===== src/rtl/ucie_ctl_phy_sb_pkg.sv =====
// Default sizing shared by the RDI config <-> sideband bridge and its FIFOs.
package ucie_ctl_phy_sb_pkg;
  localparam int NC_DEF         = 32;
  localparam int TX_DEPTH_DEF   = 4;
  localparam int RX_DEPTH_DEF   = 4;
  localparam int RX_CRD_MAX_DEF = 8;
endpackage


===== src/rtl/ucie_ctl_phy_sb_fifo.sv =====
// Small FIFO with combinational head; pointers carry an extra wrap bit for full/empty.
module ucie_ctl_phy_sb_fifo #(
  parameter int WIDTH = 32,
  parameter int DEPTH = 4
) (
  input  logic             clk,
  input  logic             rst_n,
  input  logic             push,
  input  logic [WIDTH-1:0] data,
  input  logic             pop,
  output logic             full,
  output logic             empty,
  output logic [WIDTH-1:0] head
);
  localparam int AW = $clog2(DEPTH);
  localparam logic [AW:0] PTR_ONE = (AW+1)'(1);

  logic [WIDTH-1:0] mem [DEPTH];
  logic [AW:0]      wr_ptr_reg;
  logic [AW:0]      rd_ptr_reg;

  always_ff @(posedge clk or negedge rst_n) begin
    if (!rst_n) begin
      wr_ptr_reg <= '0;
      rd_ptr_reg <= '0;
    end else begin
      if (push) wr_ptr_reg <= wr_ptr_reg + PTR_ONE;
      if (pop)  rd_ptr_reg <= rd_ptr_reg + PTR_ONE;
    end
  end

  // Storage is not reset: emptiness is decided purely by the pointers.
  always_ff @(posedge clk) begin
    if (push) mem[wr_ptr_reg[AW-1:0]] <= data;
  end

  assign empty = (wr_ptr_reg == rd_ptr_reg);
  assign full  = (wr_ptr_reg[AW] != rd_ptr_reg[AW]) &&
                 (wr_ptr_reg[AW-1:0] == rd_ptr_reg[AW-1:0]);
  assign head  = mem[rd_ptr_reg[AW-1:0]];
endmodule


===== src/rtl/ucie_ctl_phy_sb_cfg_bridge.sv =====
// Credit-controlled bridge between the RDI config channel (LP side) and the sideband link.
module ucie_ctl_phy_sb_cfg_bridge
  import ucie_ctl_phy_sb_pkg::*;
#(
  parameter int NC         = NC_DEF,
  parameter int TX_DEPTH   = TX_DEPTH_DEF,
  parameter int RX_DEPTH   = RX_DEPTH_DEF,
  parameter int RX_CRD_MAX = RX_CRD_MAX_DEF
) (
  input  logic          i_clk,
  input  logic          i_rst_n,
  input  logic          i_rdi_lp_cfg_valid,
  input  logic [NC-1:0] i_rdi_lp_cfg,
  output logic          o_rdi_pl_cfg_crd,
  input  logic          i_sb_tx_ready,
  output logic          o_sb_data_valid,
  output logic [NC-1:0] o_data_sent_sb,
  input  logic          i_sb_data_valid,
  input  logic [NC-1:0] i_data_received_sb,
  input  logic          i_rdi_lp_cfg_crd,
  output logic          o_rdi_pl_cfg_vld,
  output logic [NC-1:0] o_rdi_pl_cfg,
  output logic          o_tx_overflow,
  output logic          o_rx_overflow
);
  localparam int OW = $clog2(TX_DEPTH + 1);
  localparam int CW = $clog2(RX_CRD_MAX + 1);

  logic          tx_full, tx_empty, tx_push, tx_pop;
  logic [NC-1:0] tx_head;
  logic          rx_full, rx_empty, rx_push, rx_pop;
  logic [NC-1:0] rx_head;

  logic [OW-1:0] owed_reg, owed_next;
  logic          crd_reg, crd_next;
  logic [CW-1:0] lp_crd_reg, lp_crd_next;
  logic          tx_ovf_reg, rx_ovf_reg;
  logic          pl_vld_reg;
  logic [NC-1:0] pl_cfg_reg;

  // A full FIFO still accepts a word when its head leaves in the same cycle.
  assign tx_pop  = !tx_empty && i_sb_tx_ready;
  assign tx_push = i_rdi_lp_cfg_valid && (!tx_full || tx_pop);
  assign rx_pop  = !rx_empty && (lp_crd_reg != '0);
  assign rx_push = i_sb_data_valid && (!rx_full || rx_pop);

  ucie_ctl_phy_sb_fifo #(.WIDTH(NC), .DEPTH(TX_DEPTH)) u_tx_fifo (
    .clk(i_clk), .rst_n(i_rst_n), .push(tx_push), .data(i_rdi_lp_cfg),
    .pop(tx_pop), .full(tx_full), .empty(tx_empty), .head(tx_head)
  );

  ucie_ctl_phy_sb_fifo #(.WIDTH(NC), .DEPTH(RX_DEPTH)) u_rx_fifo (
    .clk(i_clk), .rst_n(i_rst_n), .push(rx_push), .data(i_data_received_sb),
    .pop(rx_pop), .full(rx_full), .empty(rx_empty), .head(rx_head)
  );

  always_comb begin
    crd_next  = (owed_reg != '0);
    owed_next = owed_reg;
    if (crd_next && !tx_pop)      owed_next = owed_reg - OW'(1);
    else if (!crd_next && tx_pop) owed_next = owed_reg + OW'(1);

    lp_crd_next = lp_crd_reg;
    if (i_rdi_lp_cfg_crd && !rx_pop) begin
      if (lp_crd_reg != CW'(RX_CRD_MAX)) lp_crd_next = lp_crd_reg + CW'(1);
    end else if (!i_rdi_lp_cfg_crd && rx_pop) begin
      lp_crd_next = lp_crd_reg - CW'(1);
    end
  end

  always_ff @(posedge i_clk or negedge i_rst_n) begin
    if (!i_rst_n) begin
      owed_reg   <= OW'(TX_DEPTH);
      crd_reg    <= 1'b0;
      lp_crd_reg <= '0;
      tx_ovf_reg <= 1'b0;
      rx_ovf_reg <= 1'b0;
      pl_vld_reg <= 1'b0;
      pl_cfg_reg <= '0;
    end else begin
      owed_reg   <= owed_next;
      crd_reg    <= crd_next;
      lp_crd_reg <= lp_crd_next;
      pl_vld_reg <= rx_pop;
      if (rx_pop) pl_cfg_reg <= rx_head;
      if (i_rdi_lp_cfg_valid && tx_full && !tx_pop) tx_ovf_reg <= 1'b1;
      if (i_sb_data_valid && rx_full && !rx_pop)    rx_ovf_reg <= 1'b1;
    end
  end

  assign o_rdi_pl_cfg_crd = crd_reg;
  assign o_sb_data_valid  = !tx_empty;
  assign o_data_sent_sb   = tx_head;
  assign o_rdi_pl_cfg_vld = pl_vld_reg;
  assign o_rdi_pl_cfg     = pl_cfg_reg;
  assign o_tx_overflow    = tx_ovf_reg;
  assign o_rx_overflow    = rx_ovf_reg;
endmodule


===== config.mk =====
export PLATFORM = sky130hd
export DESIGN_NAME = ucie_ctl_phy_sb_cfg_bridge
export DESIGN_NICKNAME = d
export VERILOG_FILES = /design/src/rtl/ucie_ctl_phy_sb_pkg.sv /design/src/rtl/ucie_ctl_phy_sb_fifo.sv /design/src/rtl/ucie_ctl_phy_sb_cfg_bridge.sv
export SDC_FILE = /design/constraint.sdc
export NUM_CORES = 1
export LEC_CHECK = 0
export CORE_AREA = 2 2 151 153
export CTS_BUF_LIST = sky130_fd_sc_hd__clkbuf_4
export DETAILED_ROUTE_END_ITERATION = 12
export DIE_AREA = 0 0 153 155
export GPL_TIMING_DRIVEN = 0
export PLACE_DENSITY = 0.83
export SLEW_MARGIN = 20
export SYNTH_ARGS = -nofsm -noshare
export SYNTH_HDL_FRONTEND = slang
export SYNTH_SLANG_ARGS = --single-unit

===== constraint.sdc =====
create_clock -name i_clk -period 3.1 [get_ports i_clk]
set_input_delay 0.62 -clock i_clk [delete_from_list [all_inputs] [get_ports i_clk]]
set_output_delay 0.62 -clock i_clk [all_outputs]
set_load 0.01 [all_outputs]

==> run_results.csv, run 1 <==
group,metric,value,unit
run_status,outcome,"finished, final reports clean",
die,die_w,153,um
worst_setup_path,cp-end-kind,"output pin",
worst_setup_path,cp_cell_sequence,"buf_6 > buf_8 > mux4_2 > clkdlybuf4s50_1",
routing,ant_nets,0,
cts,htreeDepth,3,
worst_setup_path,max_stage_delay,0.52,ns
timing,tightestPinTransition,0.6648,ns
timing,slew_violations,0,
worst_setup_path,worstPathRequired,2.48,ns
logic_synthesis,avgSynthCellArea,21.90,um2
final_layout,antenna_cells,0,
final_layout,n_fill_cell,1380,
die,io_pins,139,
logic_synthesis,synthArstFlopShare,0.1768,
global_route,grt_pass1_wl,35740,um
final_layout,area_growth,25.75,%
final_layout,drive_above_1_share,0.3060,
flow_run,maxCapViolCount,0,
routing,drc_errors,0,
logic_synthesis,synth_fa_ha_area_frac,0.01695,
power,power_leakage,5.368,nW
final_layout,final_cells,1115,
logic_synthesis,synth_xor_area_frac,0.02062,
timing,min_period,3.001,ns
power,power_density,1026,nW/um2
logic_synthesis,synth_compound_area_frac,0.01727,
power,power.share.sequential,0.400,
timing,setup_violations,0,
global_route,overflow,0,
timing,skew,0.04288,ns
final_layout,layout.nets,857,
routing,finalWirelength,22650,um
worst_setup_path,slowest_stage,"mux4_2",
logic_synthesis,synth_mux_area_frac,0.1569,
cts,tritoncts,"done",
worst_setup_path,start_kind,"flip-flop",
global_route,grt_pass1_vias,6820,
logic_synthesis,ys_ff_latch,311,
placed_design,dp.cells,978,
cts,ctsLongestPathBuffers,3,
power,power.net_switching,4.757,mW
die,fp.coreArea,22230,um2
logic_synthesis,yosysWarnings,0,
routing,vias,6169,
timing,rsz0062_at_grt,"yes",
global_route,grtUsageTotal,0.1968,
logic_synthesis,synth_top_flop_cell,"edfxtp_1",
cts,worstSkewPairLatency,0.66,ns
global_route,antenna_found_initial,0,
timing,finalHoldViolCount,0,
final_layout,utilization,0.6764,
placed_design,place.gp.congestion,0.8177,
logic_synthesis,syn_nets,631,
die,initial_core_util,0.5379,
die,fp.dieH,155,um
global_route,grt_max_degree,42,
routing,viasPerCell,5.533,
cts,clk_pin_slew,0.08,ns
power,switching_share,0.3084,
placed_design,dpl_cell_area,13970,um2
placed_design,hpwlAfterDp,15210,um
placed_design,port-buffer-count,138,
worst_setup_path,path_max_fanout,10,
routing,drt_iter0_markers,363,
logic_synthesis,yosysSeqAreaShare,0.7582,
cts,cts_inserted_buffers,76,
power,ir_worst_vdd,0.6073,mV
power,p_int,10.67,mW
placed_design,place_ws,-0.03266,ns
logic_synthesis,yosys.area_share.simple,0.01570,
worst_setup_path,cp.arrival,2.38,ns
min_path,hold_path.class,"primary input to async pin",
routing,drtPass1Iterations,5,
die,row_count,55,
final_layout,fin_area,15040,um2
cts,cts_sinks,311,
cts,postCtsSetupRepairBufs,0,
logic_synthesis,postSynthCellCount,546,
timing,maxSlewHeadroom,0.5534,
timing,worst_slack,0.09932,ns
die,dieArea,23720,um2
cts,cts-root-buf,"clkbuf_4",
timing,max_freq,0.3333,GHz
logic_synthesis,synth_top_family_by_area,"multiplexers",
power,p_comb_frac,0.379,
logic_synthesis,yosys.cell_types.count,49,
power,p_total,15.42,mW
worst_setup_path,critical_path_class,"flip-flop to output pin",
timing,min_period_over_period,0.9680,
routing,detail_route.wl_per_cell,20.31,um
power,clock_power_share,0.220,
logic_synthesis,netlist_area,11960,um2
logic_synthesis,synth-edff-count,256,
-- through the flow --
step / TNS (ns) / hold WS (ns)
global placement: -193.31 / 0.4642
detailed placement: -0.03266 / 0.4680
floorplan: 0 / 0.3244
CTS: 0 / 0.3162
finish: 0 / 0.3820
global route: -0.01974 / 0.3284
-- placed cells by master, fill, tap and decap left out, types with 5 or more instances in the layout --
cell,count
edfxtp_1,256
clkdlybuf4s50_1,121
clkbuf_4,108
mux4_2,64
dfrtp_1,54
mux2_2,28
clkinv_1,19
inv_1,16
ha_1,13
xnor2_1,11
xor2_1,9
buf_16,9
dlygate4sd2_1,9
buf_2,7
mux2_1,7
dlymetal6s2s_1,7
nand3_1,5
nand2_1,5
-- power groups by stage --
stage | Combinational (mW) | Clock (mW) | Sequential, mW
after global routing | 6.29 | 3.74 | 6.26
after CTS | 5.95 | 3.51 | 6.18
after floorplan | 3.51 | 0 | 6.25
final | 5.85 | 3.40 | 6.17
after detailed placement | 5.91 | 0 | 6.25
after global placement | 5.45 | 0 | 6.22
-- Yosys cell counts (5+ instances only) --
cell type    n  share of area
buf_2        9         0.0038
clkbuf_1     7         0.0022
dfrtp_1     54           0.11
edfxtp_1   256           0.64
ha_1        13          0.014
inv_1       16         0.0050
mux2_1       7         0.0066
mux2_2      28          0.026
mux4_2      64           0.12
nand2_1      5         0.0016
nand3_1      5         0.0021
nor2_1       8         0.0025
xnor2_1     11         0.0081
xor2_1       9         0.0066
-- worst paths after layout --
path                                         start                  to  slack (ns)  cells past startpoint
setup / recovery           u_tx_fifo.rd_ptr_reg[0]  o_data_sent_sb[22]         0.1                      4
hold / removal                             i_rst_n       o_tx_overflow        0.38                      2
setup reg to reg           u_rx_fifo.rd_ptr_reg[1]       lp_crd_reg[3]        0.13                      9
hold reg to reg                      o_rx_overflow       o_rx_overflow        0.49                      1
max in group asynchronous                  i_rst_n         owed_reg[2]        2.17                      3
min in group i_clk                   o_rx_overflow       o_rx_overflow        0.49                      1
-- worst max-delay path, delay by kind of cell (launching register included) --
family	cells	cell delay [ns]
DFF	1	0.37
buffers and inverters	3	0.83
muxes	1	0.52
-- per-layer routing --
layer / part of all wire / track usage
met3: 0.085 / 0.06045
met4: 0.017 / 0.07187
met5: 0 / 0
met2: 0.52 / 0.3440
met1: 0.38 / 0.2325
-- timing repair --
action | CTS | global route
hold buffers | 1 | 0
endpoints found under the hold margin | 14 | 0
setup endpoints to repair | 29 | 9
resized for setup | 23 | 9
-- cell families after synthesis --
family                   after synthesis
AO/OA/AOI/OAI                         24
AND/OR/NAND/NOR                       34
adder cells (fa/ha/maj)               15
XOR/XNOR                              23
buffers and inverters                 36
flip-flops                           311
multiplexers                         103
-- cell type report --
type / count / area [um2] / share of cell area
buffer: 20 / 152.6 / 0.01015
tap: 285 / 356.6 / 0.02372
clock buffer: 108 / 810.8 / 0.05392
timing repair buffer: 148 / 1643 / 0.1093
sequential: 311 / 9065 / 0.6029
inverter: 16 / 60.06 / 0.003994
clock inverter: 28 / 193.9 / 0.01290
multi-input combinational: 199 / 2754 / 0.1832
Note: power is estimated with default switching activity, not from simulation.
==> run 2, diff against run 1 <==
==> constraint.sdc (replaced) <==
create_clock -name i_clk -period 3.1 [get_ports i_clk]
set_input_delay 0.93 -clock i_clk [delete_from_list [all_inputs] [get_ports i_clk]]
set_output_delay 0.93 -clock i_clk [all_outputs]
set_load 0.01 [all_outputs]
==> run_results.csv, run 2 (same netlist as run 1, synthesis figures left out) <==
group,metric,value,unit
final_layout,area_growth,24.87,%
final_layout,antenna_cells,0,
die,initial_core_util,0.5379,
global_route,grt_pass1_vias,6842,
final_layout,final_cells,1118,
routing,vias,6159,
timing,tightestPinTransition,0.6636,ns
worst_setup_path,path_delay_family,"compound AO/OA/AOI/OAI gates",
placed_design,place_ws,-0.3427,ns
die,dieArea,23720,um2
global_route,overflow,0,
timing,rsz0062_at_grt,"no",
routing,m1WireLength,8826,um
run_status,outcome,"finished, final reports clean",
die,io_pins,139,
worst_setup_path,worst-path-buf-inv,1,
timing,maxSlewHeadroom,0.5576,
final_layout,drive_above_1_share,0.3481,
cts,cts_sinks,311,
timing,min_period,2.997,ns
final_layout,mostFrequentLayoutCells,"edfxtp_1, clkbuf_4, clkdlybuf4s50_1, mux4_2, dfrtp_1",
worst_setup_path,path_max_fanout,8,
worst_setup_path,r2r-start,"u_rx_fifo.rd_ptr_reg[1]",
cts,cts_hold_buf,0,
routing,finalWirelength,22780,um
routing,viasPerCell,5.509,
timing,setup_violations,0,
die,row_count,55,
worst_setup_path,critical_path_class,"flip-flop to flip-flop",
global_route,grt_pass1_wl,35870,um
flow_run,maxCapViolCount,0,
global_route,antenna_found_initial,0,
worst_setup_path,cp-end-kind,"flip-flop",
die,fp.dieH,155,um
timing,setup-tns-final,0,ns
placed_design,dp.cells,978,
global_route,grtUsageTotal,0.1975,
power,power_density,1027,nW/um2
worst_setup_path,worstPathRequired,3.62,ns
timing,worst_slack,0.1032,ns
routing,routed.top_layer,"met4",
worst_setup_path,start_kind,"flip-flop",
timing,hold_slack,0.1417,ns
timing,max_freq,0.3337,GHz
worst_setup_path,rrSetupSlack,0.10,ns
power,ir_worst_vdd,0.6088,mV
cts,tritoncts,"done",
routing,wl_met3,1856,um
timing,finalHoldViolCount,0,
global_route,grt_max_degree,42,
cts,htreeDepth,3,
power,power_leakage,5.325,nW
routing,wl_met2,11770,um
worst_setup_path,worst_r2r_endpoint,"lp_crd_reg[3]",
die,die_w,153,um
cts,cts_inserted_buffers,76,
cts,ctsLongestPathBuffers,3,
routing,drc_errors,0,
routing,drt_iter0_markers,341,
cts,cts-root-buf,"clkbuf_4",
placed_design,place.gp.congestion,0.8177,
routing,ant_nets,0,
worst_setup_path,slowest_stage,"a2111oi_0",
die,fp.coreArea,22230,um2
placed_design,port-buffer-count,138,
routing,drtPass1Iterations,4,
min_path,hold_path.class,"primary input to async pin",
final_layout,layout.nets,860,
cts,clk_pin_slew,0.08,ns
worst_setup_path,cp_cell_sequence,"buf_2 > xor2_1 > nor3_2 > o21ai_0 > ha_1 > a21o_1 > a2111oi_0 > mux2i_1 > o311ai_1",
placed_design,hpwlAfterDp,15210,um
worst_setup_path,max_stage_delay,0.53,ns
final_layout,final_common_cell,"edfxtp_1",
timing,min_period_over_period,0.9667,
worst_setup_path,cp.arrival,3.52,ns
timing,skew,0.04282,ns
routing,detail_route.wl_per_cell,20.37,um
worst_setup_path,reg2reg_depth,9,
cts,worstSkewPairLatency,0.66,ns
timing,slew_violations,0,
[run 2: routing by layer]
layer,GRT usage,vias to the layer above
met4,0.07099,0
met1,0.2350,3125
met3,0.05961,32
li1,-,2731
met5,0,-
met2,0.3449,271
[run 2: area by class of cell]
cell class | instances | area, um2
clock inverter | 28 | 193.9
sequential | 311 | 9065
tap | 285 | 356.6
clock buffer | 108 | 810.8
multi-input combinational | 199 | 2766
buffer | 20 | 175.2
inverter | 16 | 60.06
fill | 1394 | 7297
timing repair buffer | 151 | 1503
[run 2: power breakdown]
group	total, mW	switching [mW]	internal (mW)
combinational	5.75	2.78	2.97
clock	3.40	1.54	1.87
sequential	6.18	0.484	5.70
total	15.3	4.80	10.5
[run 2: worst max path at each step]
stage                            start  slack [ns]                    to  cells past startpoint
2_1_floorplan       i_rdi_lp_cfg_valid        0.03   u_tx_fifo.mem[3][0]                      3
3_3_place_gp             i_sb_tx_ready       -1.42  u_tx_fifo.mem[3][14]                      4
3_5_place_dp          i_rdi_lp_cfg_crd       -0.34         lp_crd_reg[3]                      8
4_1_cts        u_tx_fifo.rd_ptr_reg[0]       -0.05     o_data_sent_sb[4]                      4
5_1_grt        u_rx_fifo.rd_ptr_reg[1]       0.006         lp_crd_reg[1]                      9
6_report       u_rx_fifo.rd_ptr_reg[1]        0.10         lp_crd_reg[3]                      9
[run 2: what timing repair did]
item                                    4_1_cts  5_1_grt
gates resized for setup                     122       16
endpoints found under the setup margin       33       14
setup buffers                                 2        2
pin swaps                                     0        0
[run 2: stage by stage]
stage | cell area (um2) | power [mW] | util
finish | 14930 | 15.33 | 0.6717
global route | 14930 | 16.20 | 0.6717
CTS | 14980 | 15.55 | 0.6739
detailed placement | 13970 | 12.17 | 0.6287
global placement | 13690 | 11.67 | 0.6161
floorplan | 11960 | 9.758 | -
==> patch 1, RTL diff (config.mk and constraints of run 2) <==
Set the package constant `RX_CRD_MAX_DEF` to 16 (it was 8).
--- a/src/rtl/ucie_ctl_phy_sb_pkg.sv
+++ b/src/rtl/ucie_ctl_phy_sb_pkg.sv
@@ -5,3 +5,3 @@
   localparam int RX_DEPTH_DEF   = 4;
-  localparam int RX_CRD_MAX_DEF = 8;
+  localparam int RX_CRD_MAX_DEF = 16;
 endpackage
Formal check against the unedited RTL: no difference found for any inputs over 4 cycles, from zero or initial values and one cycle with i_rst_n low; that may be too few to reach the edited logic, so the function may still have changed.
==> patch 1 against run 2 <==
The run now ends with setup timing left. Count of clock-buffer cells in the layout is 10 higher. Worst setup slack got worse by 120 ps. Highest routed layer is now met5. Sequential cell count is 1 higher. Critical path depth fell by 3. Global-route usage increased by 0.81 points. Sequential share of layout area fell by 0.95 points. Largest power group is now combinational cells. Power increased by 3.7%. Clock skew up 10 ps. Die area stayed put. Area after synthesis grew 0.69%. Wire length increased by 3.9%. Design area increased by 1.9%.
==> patch 1: results (changes against run 2) <==
Synth
  – Xor/xnor share of the synthesized area: 1.67% (-0.39 points)
  – Area contributors post-synth: edfxtp_1, mux4_2, dfrtp_1
  – Synth cell types: 46 (-6.1%)
  – Adder-Cell Fraction of Synth Area: 1.79% (+0.092 points)
  – Compound-Gate Fraction of Synth Area: 1.75% (+0.019 points)
  – Synthesized Nets: 636 (+0.79%)
  – Synth Warn #: 0 (unchanged)
  – Register area share after synthesis: 75.5% (-0.31 points)
  – Synth async-reset ratio: 17.9% (+0.26 points)
  – Top cells by count, synth: edfxtp_1, mux4_2, dfrtp_1
  – Mux contribution to synthesized area: 16.3% (+0.57 points)
  – Post-synth EDFFs: 256 (unchanged)

Global route
  – Initial antenna violation count: 1 (+1)
  – Pin count of the biggest net entering global routing: 36 (-14%)
  – Gr usage total: 20.6% (+0.81 points)
  – Vias in the first global route: 6,970 (+1.9%)
  – First-pass GRT wire length: 37,300 um (+3.8%)

Critical path
  – Worst Path Class, Setup: flip-flop to primary output
  – Worst Setup SP: u_tx_fifo.rd_ptr_reg[0]
  – Worst r2r src: lp_crd_reg[1]
  – Worst reg-to-reg path cell count: 8 (-1)
  – Slowest CP cell: dfrtp_2
  – Crit path max fanout: 6 (-2)
  – CP endpoint: o_data_sent_sb[10]
  – Worst path max stage delay: 440 ps (-90 ps)
  – R2R Setup Slk: 280 ps (+180 ps)
  – RR Endpoint: lp_crd_reg[4]
  – Kind of cell adding the most delay to the critical path: buffers and inverters

CTS
  – Cts bufs inserted: 75 (-1.3%)
  – Clk_lat worst skew: 680 ps (+20 ps)
  – H-Tree Level Count: 3 (unchanged)

Routing
  – Total number of vias: 6,223 (+1.0%)
  – First drt pass iteration count: 7 (+3)
  – Initial DRC Count: 314 (-7.9%)
  – Routed WL: 23,700 um (+3.9%)

Layout
  – Ant diodes: 0 (unchanged)
  – Final Net Count: 873 (+1.5%)
  – Proportion of layout cells with a drive suffix above 1: 35.8% (+1.0 points)

Timing
  – Setup WS post-layout: -13.5 ps (-117 ps)
  – Final setup fails: 4 (+4)
  – Max-Slew Margin vs Limit: 54.7% (-1.1 points)
  – Clock skew: 53.0 ps (+10.2 ps)
  – Hold slack: 154 ps (+12.7 ps)

Place
  – Post-place setup slack: -162 ps (+181 ps)
  – HPWL after DPL: 15,100 um (-0.74%)
  – Buffers on Ports: 137 (-0.72%)
  – Final Wtd Congestion: 0.823 (+0.61%)

Power and ir drop
  – Maximum VDD drop: 0.811 mV (+33%)
  – Internal power: 11.0 mW (+4.0%)
  – Pleak: 5.58 nW (+4.8%)

Outcome
  – Status: complete, but fails checks
  – Failing checks: setup timing

Min path
  – Worst Hold Class: input pin to asynchronous set/reset pin
-- patch 1: cell count changes in the layout (fill, tap and decap cells not counted), sizes merged, moves of 5 or more --
cell,run 2,this run
clkbuf,123,133
clkinv,21,14
dlygate4sd2,3,12
inv,19,24
-- patch 1: repair_timing --
action | 4_1_cts | 5_1_grt
endpoints found under the hold margin | 0 | 0
hold buffers | 0 | 0
setup endpoints to repair | 33 | 18
gates cloned | 1 | 1
resized for setup | 102 | 16
setup buffers | 11 | 3
-- patch 1: through the flow --
stage | area, um2 | instances | setup TNS [ps]
6_report | 15200 | 1131 | -28.6
5_1_grt | 15200 | 1131 | -398
4_1_cts | 15200 | 1127 | -121
3_5_place_dp | 14000 | 981 | -3190
3_3_place_gp | 13800 | 972 | -325250
2_1_floorplan | 12000 | 550 | 0
-- patch 1: power by group through the flow --
stage | clock network (mW) | registers (mW) | logic [mW]
floorplan | 0 | 6.25 | 3.74
global placement | 0 | 6.23 | 5.68
detailed placement | 0 | 6.25 | 6.17
CTS | 3.45 | 6.21 | 6.30
global route | 3.66 | 6.31 | 6.76
finish | 3.36 | 6.22 | 6.32
-- patch 1: cell type report --
type | count | area (um2)
multi-input combinational | 196 | 2830
clock inverter | 18 | 98.8
timing repair buffer | 162 | 1700
tap | 285 | 357
sequential | 312 | 9090
inverter | 22 | 85.1
buffer | 18 | 165
fill | 1372 | 7010
clock buffer | 118 | 886
-- patch 1: kinds of logic after synthesis --
group / count (synthesis)
xor+xnor: 23
buf+inv: 42
flops: 312
fa+ha+maj: 16
compound gates: 23
simple gates: 33
mux: 101
-- patch 1: layer usage --
metal	global-route usage, %	wire (um)	vias to the layer above
li1	-	-	2748
met1	24.3	8900	3147
met2	35.6	12500	275
met3	6.10	1780	51
met4	8.47	515	2
met5	0	14	-
==> patch 2, RTL diff (flow settings as in run 2) <==
Made on the original files. Make the reset (`i_rst_n` and `rst_n`) synchronous in 2 clocked blocks.
--- a/src/rtl/ucie_ctl_phy_sb_fifo.sv
+++ b/src/rtl/ucie_ctl_phy_sb_fifo.sv
@@ -21,3 +21,3 @@
 
-  always_ff @(posedge clk or negedge rst_n) begin
+  always_ff @(posedge clk) begin
     if (!rst_n) begin
--- a/src/rtl/ucie_ctl_phy_sb_cfg_bridge.sv
+++ b/src/rtl/ucie_ctl_phy_sb_cfg_bridge.sv
@@ -70,3 +70,3 @@
 
-  always_ff @(posedge i_clk or negedge i_rst_n) begin
+  always_ff @(posedge i_clk) begin
     if (!i_rst_n) begin
Formal check against the unedited RTL: differs if i_rst_n is asserted again (counterexample within 4 cycles, from zero or initial values and one cycle with i_rst_n low); with i_rst_n held inactive, the same outputs for 4 cycles.
==> patch 2 against run 2 <==
Count of clock-buffer cells in the layout up 5. Critical endpoint is now o_data_sent_sb[18]. Final cell count rose by 7.7%. Global-route usage grew 0.28 points. Largest cell class unchanged. Area after synthesis decreased by 0.97%. Wire length is 1.3% higher. Worst setup slack gained 2.4 ps. Fmax is essentially flat. Design area about the same. Critical path type is now flip-flop to primary output. Sequential cell count grew 2. First-iteration DRC count down 18%.
Power is not compared: it rests on default switching activity, and its combinational part moved more than twofold at a synthesized area within 25%.
==> patch 2: results (changes against run 2) <==
Outcome
  – Status: finished clean

Critical path
  – Worst r2r src: u_rx_fifo.rd_ptr_reg[0]
  – Slowest CP cell: mux4_2
  – Crit path max fanout: 10 (+2)
  – CP endpoint: o_data_sent_sb[18]
  – Worst reg-to-reg path cell count: 13 (+4)
  – Kind of cell adding the most delay to the critical path: multiplexers
  – RR Endpoint: lp_crd_reg[3]
  – R2R Setup Slk: 170 ps (+70 ps)

Min path
  – Hold-critical path depth: 2
  – Hold Crit Start: o_rdi_pl_cfg[16]
  – Hold endpoint: o_rdi_pl_cfg[16]
  – Worst Hold Class: flip-flop to flip-flop

Global route
  – Pin count of the biggest net entering global routing: 25 (-40%)
  – M2 GR Usage: 34.2% (-0.32 points)
  – Vias in the first global route: 7,048 (+3.0%)
  – Gr usage total: 20.0% (+0.28 points)
  – First-pass GRT wire length: 36,600 um (+2.1%)
  – Initial antenna violation count: 1 (+1)
  – GR Util met3: 6.46% (+0.50 points)
  – Met1 Use GR: 24.4% (+0.94 points)

Place
  – Final Wtd Congestion: 0.749 (-8.4%)
  – Buffers on Ports: 137 (-0.72%)
  – Dpl cells: 1,063 (+8.7%)
  – Placement Cell Area: 13,800 um2 (-1.2%)
  – HPWL after DPL: 14,900 um (-2.1%)

Layout
  – Multi-input gate share of total cell area: 19.6% (+1.0 points)
  – Non-CTS buffers: 175 (+2.3%)
  – Final instance area: 14,900 um2 (about the same)
  – Clock-cell share of area: 6.96% (+0.23 points)
  – Invs w/o clock: 13 (-3)
  – Final Net Count: 942 (+9.5%)
  – Layout Cells excl Fill: 1,204 (+7.7%)
  – Reg area: 8830 um2 (-2.5%)
  – Proportion of layout cells with a drive suffix above 1: 25.7% (-9.1 points)
  – Multi-input gate count: 277 (+39%)
  – Ant diodes: 1 (+1)
  – Buffering overhead: 11.6% (+0.37 points)
  – Fill count: 1,476 (+5.9%)

Routing
  – Initial DRC Count: 278 (-18%)
  – Routed WL: 23,100 um (+1.3%)
  – Post-route met1 wirelength: 9100 um (+3.1%)
  – WL met3: 1910 um (+3.1%)
  – Met2 Wirelength: 11,700 um (-0.93%)
  – Total number of vias: 6,426 (+4.3%)

CTS
  – Cts bufs inserted: 77 (+1.3%)
  – Clock sink total: 313 (+0.64%)

Timing
  – Max-Slew Margin vs Limit: 45.8% (-9.9 points)

Power and ir drop
  – Comb power: 2.73 mW

Synth
  – Area contributors post-synth: edfxtp_1, mux4_2, dfxtp_1
  – Top cells by count, synth: edfxtp_1, nand2_1, mux4_2
  – Synth cell types: 42 (-14%)
  – Synth async-reset ratio: 0% (-18 points)
  – Synthesized Nets: 718 (+14%)
-- patch 2: changes by cell type after synthesis, moves of 11 or more --
cell      delta
a21boi_0    +32
mux2_2      -28
and2_1      +11
dfrtp_1     -54
dfxtp_1     +57
nand2_1     +70
-- patch 2: cell families after synthesis --
family                     after synthesis  share of synthesized area (%)
xor gates and xnor gates                20                           1.61
adders and majority gates               15                           1.71
and+or+nand+nor                        123                           4.86
AOI/OAI and AO/OA                       54                           3.35
DFF                                    313                           74.6
buffers and inverters                   43                           1.62
muxes                                   65                           12.3
-- patch 2: metrics by stage --
step	util, %	worst slack (ps)	TNS (ps)	hold slack [ps]
after global routing	67.2	5.50	0	503
after CTS	67.1	31.7	0	469
after detailed placement	62.1	-383	-383	461
after floorplan	-	115	0	471
after global placement	61.0	-1440	-254620	451
final	67.2	106	0	464
-- patch 2: tightest hold or removal path, delay by kind of cell, from the launching register on --
family | cells | cell delay, ps
DFF | 1 | 310
AOI/OAI and AO/OA | 1 | 60
and+or+nand+nor | 1 | 50
